$ cat src/rtl/mem_stall_responder.sv
// mem_stall_responder
//   Memory-side responder for the pipeline's data-memory chip-select/stall
//   interface. A MEM-stage access is held off with stall while a req/ack
//   transaction runs on a slower backing memory. Stall then drops for exactly
//   one cycle (DONE) with dout valid, and the pipeline advances on that edge.
//   Misaligned accesses and backing-memory timeouts complete with an err pulse.
//   A pipeline flush (abort) during a transaction lets the req/ack handshake
//   finish without disturbing dout.
//
// Ports
//   clk, rst_n          clock (rising edge), asynchronous active-low reset
//   abort               synchronous flush, discards the current access
//   cs, ren, wen        access strobes from MEM stage (ren wins over wen)
//   addr, din           byte address and store data
//   dout                load data, valid in the DONE cycle, held afterwards
//   stall               combinational freeze request to the pipeline
//   err                 one-cycle pulse on timeout or misaligned access
//   mem_req, mem_we     registered backing-memory request / write strobe
//   mem_addr, mem_wdata latched word address and store data
//   mem_ack, mem_rdata  backing-memory completion pulse and read data
module mem_stall_responder #(
    parameter int                    ADDR_WIDTH = 32,
    parameter int                    DATA_WIDTH = 32,
    parameter int                    TIMEOUT    = 255,
    parameter logic [DATA_WIDTH-1:0] ERR_DATA   = 32'hDEADBEEF
) (
    input  logic                  clk,
    input  logic                  rst_n,
    input  logic                  abort,
    input  logic                  cs,
    input  logic                  ren,
    input  logic                  wen,
    input  logic [ADDR_WIDTH-1:0] addr,
    input  logic [DATA_WIDTH-1:0] din,
    output logic [DATA_WIDTH-1:0] dout,
    output logic                  stall,
    output logic                  err,
    output logic                  mem_req,
    output logic                  mem_we,
    output logic [ADDR_WIDTH-1:0] mem_addr,
    output logic [DATA_WIDTH-1:0] mem_wdata,
    input  logic                  mem_ack,
    input  logic [DATA_WIDTH-1:0] mem_rdata
);

    typedef enum logic [1:0] {ST_IDLE, ST_REQ, ST_DONE} state_t;

    // Last counter value allowed in REQ; the timeout fires in that cycle, so a
    // request without ack occupies exactly TIMEOUT REQ cycles.
    localparam logic [7:0] CNT_LAST = 8'(TIMEOUT - 1);

    state_t                  state_reg, state_next;
    logic [7:0]              cnt_reg;
    logic                    discard_reg;
    logic [DATA_WIDTH-1:0]   dout_reg;
    logic                    err_reg;
    logic                    mem_req_reg;
    logic                    mem_we_reg;
    logic [ADDR_WIDTH-1:0]   mem_addr_reg;
    logic [DATA_WIDTH-1:0]   mem_wdata_reg;

    logic                    acc;
    logic                    start_ok;
    logic                    aligned;
    logic                    kill;
    logic                    timeout_hit;
    logic [ADDR_WIDTH-1:0]   word_addr;

    assign acc         = cs & (ren | wen);
    assign start_ok    = acc & ~abort;
    assign aligned     = (addr[1:0] == 2'b00);
    // A flush in the ack cycle itself must discard just like an earlier one.
    assign kill        = discard_reg | abort;
    assign timeout_hit = (cnt_reg == CNT_LAST);

    // Word address: byte-lane bits forced to zero.
    genvar gi;
    generate
        for (gi = 0; gi < ADDR_WIDTH; gi++) begin : g_word_addr
            if (gi < 2) begin : g_lane
                assign word_addr[gi] = 1'b0;
            end else begin : g_word
                assign word_addr[gi] = addr[gi];
            end
        end
    endgenerate

    // State register
    always_ff @(posedge clk or negedge rst_n) begin
        if (!rst_n) begin
            state_reg <= ST_IDLE;
        end else begin
            state_reg <= state_next;
        end
    end

    // Next-state logic
    always_comb begin
        state_next = state_reg;
        case (state_reg)
            ST_IDLE: begin
                if (start_ok) begin
                    state_next = aligned ? ST_REQ : ST_DONE;
                end
            end
            ST_REQ: begin
                if (mem_ack || timeout_hit) begin
                    state_next = kill ? ST_IDLE : ST_DONE;
                end
            end
            ST_DONE: state_next = ST_IDLE;
            default: state_next = ST_IDLE;
        endcase
    end

    // Output logic: stall is combinational so the pipeline freezes in the
    // same cycle the access appears.
    always_comb begin
        stall = 1'b0;
        case (state_reg)
            ST_IDLE: stall = start_ok;
            ST_REQ:  stall = ~kill;
            default: stall = 1'b0;
        endcase
        if (!rst_n) begin
            stall = 1'b0;
        end
    end

    // Datapath registers. While in REQ, mem_we_reg still holds the access
    // type (it only drops when the transaction ends), so ~mem_we_reg marks a read.
    always_ff @(posedge clk or negedge rst_n) begin
        if (!rst_n) begin
            cnt_reg       <= 8'd0;
            discard_reg   <= 1'b0;
            dout_reg      <= '0;
            err_reg       <= 1'b0;
            mem_req_reg   <= 1'b0;
            mem_we_reg    <= 1'b0;
            mem_addr_reg  <= '0;
            mem_wdata_reg <= '0;
        end else begin
            err_reg <= 1'b0;
            case (state_reg)
                ST_IDLE: begin
                    cnt_reg     <= 8'd0;
                    discard_reg <= 1'b0;
                    if (start_ok) begin
                        if (aligned) begin
                            mem_req_reg   <= 1'b1;
                            mem_we_reg    <= wen & ~ren;
                            mem_addr_reg  <= word_addr;
                            mem_wdata_reg <= din;
                        end else begin
                            err_reg <= 1'b1;
                            if (ren) begin
                                dout_reg <= ERR_DATA;
                            end
                        end
                    end
                end
                ST_REQ: begin
                    if (abort) begin
                        discard_reg <= 1'b1;
                    end
                    if (mem_ack) begin
                        mem_req_reg <= 1'b0;
                        mem_we_reg  <= 1'b0;
                        cnt_reg     <= 8'd0;
                        discard_reg <= 1'b0;
                        if (!kill && !mem_we_reg) begin
                            dout_reg <= mem_rdata;
                        end
                    end else if (timeout_hit) begin
                        // Give up on the backing memory; a discarded access
                        // retires silently.
                        mem_req_reg <= 1'b0;
                        mem_we_reg  <= 1'b0;
                        cnt_reg     <= 8'd0;
                        discard_reg <= 1'b0;
                        if (!kill) begin
                            err_reg <= 1'b1;
                            if (!mem_we_reg) begin
                                dout_reg <= ERR_DATA;
                            end
                        end
                    end else begin
                        cnt_reg <= cnt_reg + 8'd1;
                    end
                end
                default: begin
                    cnt_reg     <= 8'd0;
                    discard_reg <= 1'b0;
                end
            endcase
        end
    end

    assign dout      = dout_reg;
    assign err       = err_reg;
    assign mem_req   = mem_req_reg;
    assign mem_we    = mem_we_reg;
    assign mem_addr  = mem_addr_reg;
    assign mem_wdata = mem_wdata_reg;

endmodule

$ cat config.mk
export PLATFORM = sky130hd
export DESIGN_NAME = mem_stall_responder
export DESIGN_NICKNAME = d
export VERILOG_FILES = /design/src/rtl/mem_stall_responder.sv
export SDC_FILE = /design/constraint.sdc
export NUM_CORES = 1
export LEC_CHECK = 0
export ABC_AREA = 1
export CORE_MARGIN = 1
export CORE_UTILIZATION = 46
export DETAILED_ROUTE_END_ITERATION = 10
export PLACE_DENSITY_LB_ADDON = 0.3
export REMOVE_ABC_BUFFERS = 1
export SLEW_MARGIN = 10
export SYNTH_ARGS = -nofsm -noshare
export SYNTH_HDL_FRONTEND = slang
export SYNTH_SLANG_ARGS = --single-unit
export TNS_END_PERCENT = 50
$ cat constraint.sdc
create_clock -name clk -period 3.4 [get_ports clk]
set_clock_uncertainty 0.15 [all_clocks]
set_input_delay 0.68 -clock clk [delete_from_list [all_inputs] [get_ports clk]]
set_output_delay 0.68 -clock clk [all_outputs]
set_load 0.05 [all_outputs]
* Yosys cells after proc, flatten, opt, wreduce, memory -nomap -nowiden
Index checks and enable logic that the tools add are counted.
** Word-level totals
- Register bits :: 108
- Bits of input ports :: 103
- Output and inout bits :: 100
- Word-level logic and storage cells :: 78
** Cells by class
- Add/sub/neg operators :: 1
- Eq/ne operators :: 12
- Multiplexer cells :: 37
- Bitwise logic cells :: 8
- Reductions and logical operators :: 11
** Operators by type and width (number)
- 32-bit 2-to-1 mux :: 8
- 32-bit case mux with 2 select lines :: 1
- 8-bit 2-to-1 mux :: 3
- 1-bit 2-to-1 mux :: 16
- 3-bit inequality test, second input constant :: 4
- 2-bit inequality test, second input constant :: 5
- 8-bit by 1-bit adder with 8-bit output, second input constant :: 1
- 8-bit equality test, second input constant :: 1
- 2-bit 2-to-1 mux :: 4
- 1-bit case mux with 2 select lines :: 4
- 8-bit AND reduction :: 1
- 2-bit logical NOT :: 2
- 4-bit inequality test, second input constant :: 1
- 2-bit case mux with 2 select lines :: 1
- 4-bit AND reduction :: 1
- 1-bit bitwise AND :: 3
- 1-bit NOT :: 3
- 3-bit AND reduction :: 1
- 2-bit by 1-bit equality test with 1-bit output, second input constant :: 1
- 1-bit logical NOT :: 2
- 1-bit OR :: 2
- 2-bit AND reduction :: 1
- 2-bit nonzero test :: 1
- 1-bit logical AND :: 1
- 1-bit logical OR :: 1

* Depth between registers and ports, before layout
Gate-level depths: netlist of the first run.
- Word-level depth :: 6
- Depth in mapped cells :: 12
- Gate-level depth less buffers :: 11

* Least setup slack after synthesis of the first run
OpenSTA, ideal clock, no wires.
- Path kind :: input -> output
- From :: input ren
- To :: output stall
- Data arrival time :: 1.566 ns
- Data required time :: 2.570 ns
- Path slack :: 1.004 ns
- Cell stages on the path :: 6
- Buffers on the path :: 1
- Path through :: inv_1 > nand2_1 > nand3_1 > nor2_1 > buf_2 > o21a_1
** On the way
- Cells in the longest elaborated chain, start to end :: 5
** Ends and longest elaborated chain
- start, declared :: RTL line 31 : input logic ren,
- 1-bit OR :: RTL line 69 : assign acc = cs & (ren | wen);
- 1-bit bitwise AND :: RTL line 69
- 1-bit bitwise AND :: RTL line 70 : assign start_ok = acc & ~abort;
- 1-bit case mux with 2 select lines :: RTL line 120 : case (state_reg)
- 1-bit 2-to-1 mux :: RTL line 125 : if (!rst_n) begin
- end, declared :: RTL line 36 : output logic stall,
No other way between the ends.

* Worst setup path after layout of the first run
Ends and elaborated chain as after synthesis.

==> key figures, run 1 <==
Run status
  – Outcome: finished clean

Logic synthesis
  – Unique masters post-synth: 28
  – Yosys reg bits: approximately 110
  – Ys async rst share: 100%
  – Synth top area share: a little under 60%
  – Register area share after synthesis: slightly below 60%
  – Area contributors post-synth: dfrtp_1 (58%), nand2_1 (18%), nand3_1 (10%)
  – Syn. warnings: 0
  – Post-Synthesis Cell Area: 4680 um^2
  – Area leader, netlist: dfrtp_1
  – Synth cell count leaders: nand2_1 (223), dfrtp_1 (108), nand3_1 (97)
  – Main synth FF type: dfrtp_1
  – EDFF count, synth: 0
  – Syn Inst Count: around 550
  – Cell with the most instances after synthesis: nand2_1
  – Synth Area per Inst: 8.58 um^2

Timing
  – Hold Violations, Final: 0
  – RSZ-0062 raised after global routing: false
  – Final Hold Slack: between 200 and 300 ps
  – Max transition margin: between 40% and 50%
  – Setup TNS Final: 0 ps
  – Setup violations, final: 0
  – Max Slew Vio Count: 0
  – Worst-margin pin slew: around 750 ps
  – Period utilization: roughly four fifths
  – Peak Freq: roughly 370 MHz
  – Final min period: 2670 ps

Cells and area
  – # nets final: about 840
  – Fill cell count: between 700 and 800
  – Layout cell share with drive strength beyond 1: roughly 8%
  – Area growth from synthesis to layout: 49.4%
  – Final non-filler cell area: approximately 7000 um^2
  – # diodes: 0
  – Core Util, Final: roughly 71%

GRT
  – Grt peak-use layer: met2
  – Vias in the first global route: between 4000 and 5000
  – First-pass GRT wire length: 19700 um
  – Initial antenna violation count: 0
  – GRT met1 Usage: a little under a third
  – Met3 Usage GRT: just under 5%
  – Grt met2 use: between 30% and 40%
  – Total Routing Usage GR: between 20% and 30%
  – GRT Residual Overflow: 0
  – Largest net degree at the start of global routing: 64

Pwr
  – Leakage: ~3.3 nW
  – NetSw: ~2.8 mW
  – Power per cell area: 847 nW/um^2
  – Seq pwr share: around 33%
  – Power Total: 5.93 mW
  – Internal power: 3.13 mW
  – Combinational share of power: between 50% and 60%
  – Clk pwr share: between 10% and 20%
  – Net Sw Frac: 47.3%
  – Maximum VDD drop: a little over 500 uV

Placed design
  – Port Buf Inserts: 200
  – Placed Area: roughly 6800 um^2
  – Final GP Congestion: roughly 0.81
  – DP Wirelength: 9120 um

Clocking
  – Post-CTS sizing: 0
  – Num CTS Buffers: 9
  – Clock Latency Late Sink: roughly 360 ps
  – Clock Tree Root: clkbuf_8
  – Reg clk slew, reported paths: about 100 ps
  – Clock tree from TritonCTS: yes
  – Hold_buf cts: 0
  – Clock buffer depth: 2
  – H-tree Lvls: 3
  – CTS Sinks: approximately 110
  – Setup bufs post-CTS: 0

Die
  – Initial core utilization: a little under half
  – Total core area: between 9000 and 10000 um^2
  – Full die area: roughly 11000 um^2
  – Boundary Pins: 203
  – Die X: between 100 and 150 um
  – FP Rows: 36
  – Die Y: slightly above 100 um

Routing
  – Number of remaining DRC errors: 0
  – DRT iter0 DRCs: slightly below 200
  – Vias: roughly 4300
  – Pre-antenna DRT Iters: 4
  – Via density: about 5.0
  – WL final: between 10000 and 15000 um
  – Routed length per instance: around 15 um
  – Antenna Violating Nets Remaining: 0

Run
  – Max-Cap Viols: 0

Worst setup path
  – Kind of start point of the critical path: input pin
  – Worst Reg-to-Reg Cells: 11
  – Critical path endpoint category: output port
  – Crit-path max FO: 3
  – Internal reg-to-reg setup slack: between 1000 and 1500 ps
  – R2R Path End: dout[17]
  – Required time worst endpoint: 2570 ps
  – Worst setup path category: in2out
  – Data arrival, critical path: between 1500 and 2000 ps
  – RR Startpoint: cnt_reg[0]

Hold path
  – Worst Hold Class: in2async
layout make-up:
type	instances	area, um^2	area share (%)
Sequential cell	108	2700	38.6
Tap cell	133	166	2.38
Timing Repair Buffer	209	2090	29.9
Multi-Input combinational cell	391	1760	25.2
Clock buffer	11	141	2.02
Clock inverter	5	83.8	1.20
Inverter	13	50.0	0.715
power by group through the flow:
stage | Combinational [mW] | Sequential (mW) | Clock, mW
floorplan | 0.495 | 3.39 | 0
global placement | 3.09 | 1.93 | 0
detailed placement | 3.14 | 1.95 | 0
CTS | 3.15 | 1.93 | 0.889
global route | 3.31 | 1.97 | 0.935
finish | 3.13 | 1.93 | 0.873
metrics by stage:
step                      instances  setup slack (ps)
after floorplan                 512             -1610
after global placement          854               670
after detailed placement        854               591
after CTS                       870               720
after global routing            870               638
final                           870               729
metal layers:
layer | vias to the layer above | wire length (um)
li1 | 2084 | -
met1 | 2073 | 5340
met2 | 139 | 6370
met3 | 22 | 829
met4 | 0 | 315
met5 | - | 0
cell families after synthesis:
logic type | synth area share, %
simple gates | 35.4
flops | 57.7
buf+inv | 5.10
compound gates | 0.774
xor+xnor | 0.374
fa+ha+maj | 0.534
other cells | 0.0801
cell usage in the layout, fill, tap and decap left out, types with 3 or more instances in the layout:
| master | count |
|---|---|
| nand2_1 | 222 |
| clkdlybuf4s50_1 | 198 |
| dfrtp_1 | 108 |
| nand3_1 | 97 |
| or2_2 | 24 |
| nor2_1 | 22 |
| inv_1 | 11 |
| clkbuf_8 | 10 |
| buf_4 | 9 |
| nor2_4 | 4 |
| a21oi_1 | 3 |
critical path, stage by stage:
cell	delay, ps
clkdlybuf4s50_1	450
inv_1	60
nand2_1	60
nand3_1	140
nor2_4	120
o21a_1	180
buf_12	150
how the worst max path moves through the flow:
stage                 start           end  slack [ps]  cells after the start
floorplan               ren  mem_addr[10]       -1610                      7
global placement    addr[1]       dout[0]         670                      8
detailed placement  addr[1]      dout[17]         590                      8
CTS                     ren         stall         720                      7
global route            ren         stall         640                      7
finish                  ren         stall         730                      7
Power figures use the tool's default switching activity.
==> run 2, diff against run 1 <==
--- a/config.mk
+++ b/config.mk
@@ -7,7 +7,7 @@
 export LEC_CHECK = 0
 export ABC_AREA = 1
 export CORE_MARGIN = 1
-export CORE_UTILIZATION = 46
+export CORE_UTILIZATION = 42
 export DETAILED_ROUTE_END_ITERATION = 10
 export PLACE_DENSITY_LB_ADDON = 0.3
 export REMOVE_ABC_BUFFERS = 1
==> constraint.sdc (replaced) <==
create_clock -name clk -period 2.8 [get_ports clk]
set_clock_uncertainty 0.15 [all_clocks]
set_input_delay 0.56 -clock clk [delete_from_list [all_inputs] [get_ports clk]]
set_output_delay 0.56 -clock clk [all_outputs]
set_load 0.05 [all_outputs]
==> run 2 against run 1 <==
Die area is 9.3% higher. Count of clock-buffer cells in the layout stayed put. Clock power is 35% higher. Cell count is 1.1% higher. Sequential share of layout area is 0.28 points lower.
==> key figures, run 2 (synthesized netlist as in run 1, its figures left out) <==
Run status
  – Outcome: finished clean

Routing
  – Antenna Violating Nets Remaining: 0 (unchanged)
  – Vias: 4349 (+0.72%)
  – Via density: 4.94 (-0.43%)
  – WL final: 13000 um (+1.0%)
  – Pre-antenna DRT Iters: 6 (+2)
  – DRT iter0 DRCs: 236 (+20%)
  – Routed length per instance: 14.8 um (-0.12%)
  – Number of remaining DRC errors: 0 (unchanged)

GRT
  – Vias in the first global route: 4268 (+6.4%)
  – Total Routing Usage GR: 23.7% (-0.54 points)
  – Largest net degree at the start of global routing: 57 (-11%)
  – GRT Residual Overflow: 0 (unchanged)
  – Initial antenna violation count: 0 (unchanged)
  – First-pass GRT wire length: 21100 um (+7.0%)

Clocking
  – Hold_buf cts: 0 (unchanged)
  – H-tree Lvls: 3 (unchanged)
  – Num CTS Buffers: 9 (unchanged)
  – Clock Tree Root: clkbuf_8
  – Clock tree from TritonCTS: yes
  – Reg clk slew, reported paths: 100 ps (about the same)
  – CTS Sinks: 108 (unchanged)
  – Clock Latency Late Sink: 360 ps (about the same)
  – Post-CTS sizing: 0 (unchanged)
  – Setup bufs post-CTS: 0 (unchanged)
  – Clock buffer depth: 2 (unchanged)

Timing
  – Period utilization: 90.6%
  – RSZ-0062 raised after global routing: false
  – Final Hold Slack: 216 ps (-61.6 ps)
  – Max transition margin: 52.6% (+2.9 points)
  – Final min period: approximately 2500 ps
  – Worst-margin pin slew: 711 ps (-43.9 ps)
  – Min setup slack post-route: 264 ps (-465 ps)
  – Setup violations, final: 0 (unchanged)
  – Max Slew Vio Count: 0 (unchanged)
  – Peak Freq: 394 MHz
  – Hold Violations, Final: 0 (unchanged)

Pwr
  – Combinational share of power: 51.8% (-1.0 points)
  – Power Total: 7.33 mW (+24%)
  – Leakage: 3.37 nW (+0.82%)
  – Power per cell area: 1040 nW/um^2 (+23%)
  – Seq pwr share: 32.1% (-0.4 points)
  – Clk pwr share: 16.1% (+1.4 points)
  – Internal power: 3.92 mW (+25%)
  – Net Sw Frac: 46.5% (-0.72 points)
  – NetSw: 3.41 mW (+22%)
  – Maximum VDD drop: 616 uV (+19%)

Placed design
  – Final GP Congestion: 0.896 (+11%)
  – Port Buf Inserts: 200 (unchanged)
  – DP Wirelength: 9220 um (+1.1%)
  – Worst slack at placement: 268 ps (-323 ps)

Worst setup path
  – Crit-path max cell delay: 490 ps (+40 ps)
  – Required time worst endpoint: 2090 ps (-480 ps)
  – Worst setup path category: in2out
  – Slowest-stage cell, CP: clkdlybuf4s50_1
  – Data arrival, critical path: 1830 ps (about the same)
  – Critical path endpoint category: output port
  – Crit path cell chain: clkdlybuf4s50_1, inv_1, nand2_1, nand3_1, nor2_4, o21a_1, buf_12
  – Crit-path max FO: 5 (+2)
  – Kind of start point of the critical path: input pin

Cells and area
  – # nets final: 840 (+0.36%)
  – Area occupied by multi-input gates: 1760 um^2 (unchanged)
  – Commonest non-fill, non-tap cell in the layout: nand2_1
  – FF/Latch Area: 2700 um^2 (unchanged)
  – Most frequent cells in the layout: nand2_1 (222), clkdlybuf4s50_1 (198), dfrtp_1 (108)
  – Area growth from synthesis to layout: 50.5%
  – # diodes: 0 (unchanged)
  – Fill cell count: 927 (+17%)
  – Layout cell share with drive strength beyond 1: 8.65% (+0.51 points)

Die
  – Initial core utilization: 43.2% (-4.5 points)
  – FP Rows: 38 (+5.6%)
  – Die Y: 108 um (+4.6%)
  – Full die area: 11600 um^2 (+9.3%)
  – Boundary Pins: 203 (unchanged)
  – Total core area: 10800 um^2 (+10%)
  – Die X: 108 um (+4.6%)

Run
  – Max-Cap Viols: 0 (unchanged)

Hold path
  – Worst Hold Class: in2async
==> run 2: path summary, 6_finish.rpt <==
path | start | end | slack [ps] | cells after the start
worst max register to register | cnt_reg[0] | dout[28] | 900 | 11
worst min register to register | mem_wdata[8] | mem_wdata[8] | 330 | 2
min in group clk | mem_wdata[8] | mem_wdata[8] | 330 | 2
worst min-delay path | rst_n | dout[12] | 220 | 2
max in group asynchronous | rst_n | mem_wdata[21] | 1790 | 2
worst max-delay path | wen | stall | 260 | 7
==> run 2: through the flow <==
| stage | setup TNS (ps) | util (%) | instances | cell area [um^2] |
|---|---|---|---|---|
| finish | 0 | 65.0 | 880 | 7050 |
| global route | 0 | 65.0 | 880 | 7050 |
| floorplan | -169180 | - | 512 | 4500 |
| global placement | 0 | 62.6 | 864 | 6790 |
| CTS | 0 | 65.0 | 880 | 7050 |
| detailed placement | 0 | 62.6 | 864 | 6790 |
==> run 2: worst max-delay path: cells and delay by family <==
family / cells / cell delay (ps)
buffers and inverters: 3 / 680
AND/OR/NAND/NOR: 3 / 400
AO/OA/AOI/OAI: 1 / 180
==> run 2: routing by layer <==
layer	vias to the layer above	routed length (um)	global-route usage (%)	part of all wire [%]
met5	-	0	0	0
met4	0	247	8.02	1.9
met3	19	1160	7.20	9.0
met2	184	6100	37.5	47
met1	2050	5470	30.8	42
li1	2096	-	-	-
==> run 2: layout make-up <==
cell class,count,area share [%]
Sequential cell,108,38.3
Timing Repair Buffer,212,29.8
Multi-Input combinational cell,391,25.0
Tap cell,140,2.48
Clock buffer,11,2.15
Clock inverter,5,1.51
Inverter,13,0.710
==> run 2: power by group through the flow <==
stage	Sequential, mW	Combinational, mW	Clock (mW)
after floorplan	4.12	0.601	0
after global placement	2.35	3.77	0
after detailed placement	2.38	3.82	0
after CTS	2.36	3.82	1.22
after global routing	2.42	4.01	1.29
final	2.35	3.80	1.18
==> run 3, diff against run 2 <==
--- a/config.mk
+++ b/config.mk
@@ -7,11 +7,12 @@
 export LEC_CHECK = 0
 export ABC_AREA = 1
 export CORE_MARGIN = 1
-export CORE_UTILIZATION = 42
+export CORE_UTILIZATION = 30
 export DETAILED_ROUTE_END_ITERATION = 10
+export MAX_ROUTING_LAYER = met4
 export PLACE_DENSITY_LB_ADDON = 0.3
 export REMOVE_ABC_BUFFERS = 1
-export SLEW_MARGIN = 10
+export SLEW_MARGIN = 30
 export SYNTH_ARGS = -nofsm -noshare
 export SYNTH_HDL_FRONTEND = slang
 export SYNTH_SLANG_ARGS = --single-unit
==> run 3 against run 2 <==
Routed wire length grew 0.32%. Total power grew 5.1%. Largest cell class unchanged. Largest power group unchanged. First-iteration DRC count shrank 15%. Via count shrank 1.3%. Non-clock buffer count grew 1. Die area grew 39%. Sequential power is essentially flat. Cell area grew 2.8%. Maximum frequency grew 3.6%. Clock power grew 32%.
==> key figures, run 3 (synthesized netlist as in run 1, its figures left out) <==
Run status
  – Outcome: finished clean

Placed design
  – Port Buf Inserts: 200 (unchanged)
  – DP Wirelength: 9060 um (-1.8%)
  – Final GP Congestion: 0.842 (-6.0%)
  – Placed Area: 6870 um^2 (+1.2%)

Timing
  – Period utilization: 87.4% (-3.2 points)
  – Max transition margin: 46.0% (-6.6 points)
  – Worst-margin pin slew: 810 ps (+98.8 ps)
  – Max Slew Vio Count: 0 (unchanged)
  – Setup violations, final: 0 (unchanged)
  – RSZ-0062 raised after global routing: false
  – Peak Freq: 409 MHz (+3.6%)
  – Final min period: 2450 ps (-88.7 ps)
  – Final Hold Slack: 212 ps (-3.88 ps)
  – Hold Violations, Final: 0 (unchanged)

Cells and area
  – Core Util, Final: 47.7% (-17 points)
  – Most frequent cells in the layout: nand2_1 (222), clkdlybuf4s50_1 (198), dfrtp_1 (108)
  – Final non-filler cell area: 7250 um^2 (+2.8%)
  – # diodes: 0 (unchanged)
  – # nets final: 841 (+0.12%)
  – Layout cell share with drive strength beyond 1: 8.77% (+0.12 points)
  – Commonest non-fill, non-tap cell in the layout: nand2_1
  – Area growth from synthesis to layout: 54.7%

Clocking
  – Reg clk slew, reported paths: 70 ps (-30 ps)
  – Clock buffer depth: 2 (unchanged)
  – Setup bufs post-CTS: 0 (unchanged)
  – Clock Latency Late Sink: 340 ps (-20 ps)
  – Clock tree from TritonCTS: yes
  – Post-CTS sizing: 0 (unchanged)
  – Num CTS Buffers: 9 (unchanged)
  – H-tree Lvls: 3 (unchanged)
  – CTS Sinks: 108 (unchanged)
  – Hold_buf cts: 0 (unchanged)
  – Clock Tree Root: clkbuf_16

Routing
  – Routed length per instance: 14.0 um (-5.0%)
  – Antenna Violating Nets Remaining: 0 (unchanged)
  – DRT iter0 DRCs: 200 (-15%)
  – Vias: 4293 (-1.3%)
  – Pre-antenna DRT Iters: 4 (-2)
  – Number of remaining DRC errors: 0 (unchanged)
  – Via density: 4.62 (-6.5%)
  – WL final: 13000 um (+0.32%)

GRT
  – Largest net degree at the start of global routing: 65 (+14%)
  – Initial antenna violation count: 0 (unchanged)
  – First-pass GRT wire length: 21400 um (+1.2%)
  – Vias in the first global route: 4272 (+0.094%)
  – Total Routing Usage GR: 17.3% (-6.4 points)
  – GRT Residual Overflow: 0 (unchanged)

Worst setup path
  – Delay-heaviest family, CP: buffers and inverters
  – Buf/Inv on CP: 3 (unchanged)
  – Critical path endpoint category: output port
  – Crit path cell chain: clkdlybuf4s50_1, inv_1, nand2_1, nand3_1, nor2_4, o21a_1, buf_12
  – Crit-path max cell delay: 480 ps (about the same)
  – Worst setup path category: in2out
  – Data arrival, critical path: 1740 ps (-90 ps)
  – Required time worst endpoint: 2090 ps (about the same)
  – Crit-path max FO: 3 (-2)
  – Kind of start point of the critical path: input pin
  – Slowest-stage cell, CP: clkdlybuf4s50_1

Die
  – Die Y: 127 um (+18%)
  – FP Rows: 45 (+18%)
  – Boundary Pins: 203 (unchanged)
  – Total core area: 15200 um^2 (+40%)
  – Full die area: 16100 um^2 (+39%)
  – Initial core utilization: 30.8% (-12 points)
  – Die X: 127 um (+18%)

Run
  – Max-Cap Viols: 0 (unchanged)

Pwr
  – Leakage: 3.43 nW (+1.8%)
  – Power per cell area: 1060 nW/um^2 (+2.2%)
  – Maximum VDD drop: 440 uV (-29%)

Hold path
  – Worst Hold Class: in2async
run 3: worst paths after layout:
kind | start | endpoint | slack [ps] | cells past startpoint
setup / recovery | wen | stall | 350 | 7
max in group asynchronous | rst_n | mem_wdata[10] | 1660 | 2
min in group clk | dout[15] | dout[15] | 320 | 2
hold reg to reg | dout[15] | dout[15] | 320 | 2
hold / removal | rst_n | cnt_reg[5] | 210 | 2
setup reg to reg | cnt_reg[0] | dout[20] | 950 | 11
run 3: metal layers:
layer,up-vias,GRT usage [%],part of all wire [%]
met3,19,3.54,6.7
met4,0,6.79,2.3
met2,169,26.6,46
li1,2099,-,-
met1,2006,22.3,45
met5,-,-,0
run 3: layout make-up:
class                   instances  area, um^2
fillers                      1441        7960
flip-flops and latches        108        2700
repair buffers                213        2120
multi-input cells             391        1760
clock buffers                  10         239
well taps                     188         235
clock inverters                 6         135
inverters                      13        50.0
run 3: power breakdown:
part	switching, mW	total [mW]	internal [mW]
Sequential	0.292	2.36	2.06
Combinational	2.57	3.78	1.21
Clock	0.571	1.56	0.989
Total	3.43	7.70	4.27
run 3: stage by stage:
step	total power, mW	std cells	TNS [ps]	setup WS [ps]
after detailed placement	6.18	913	0	346
final	7.70	929	0	352
after floorplan	4.72	512	-169180	-2090
after global placement	6.15	913	0	386
after CTS	7.78	929	0	347
after global routing	8.08	929	0	297
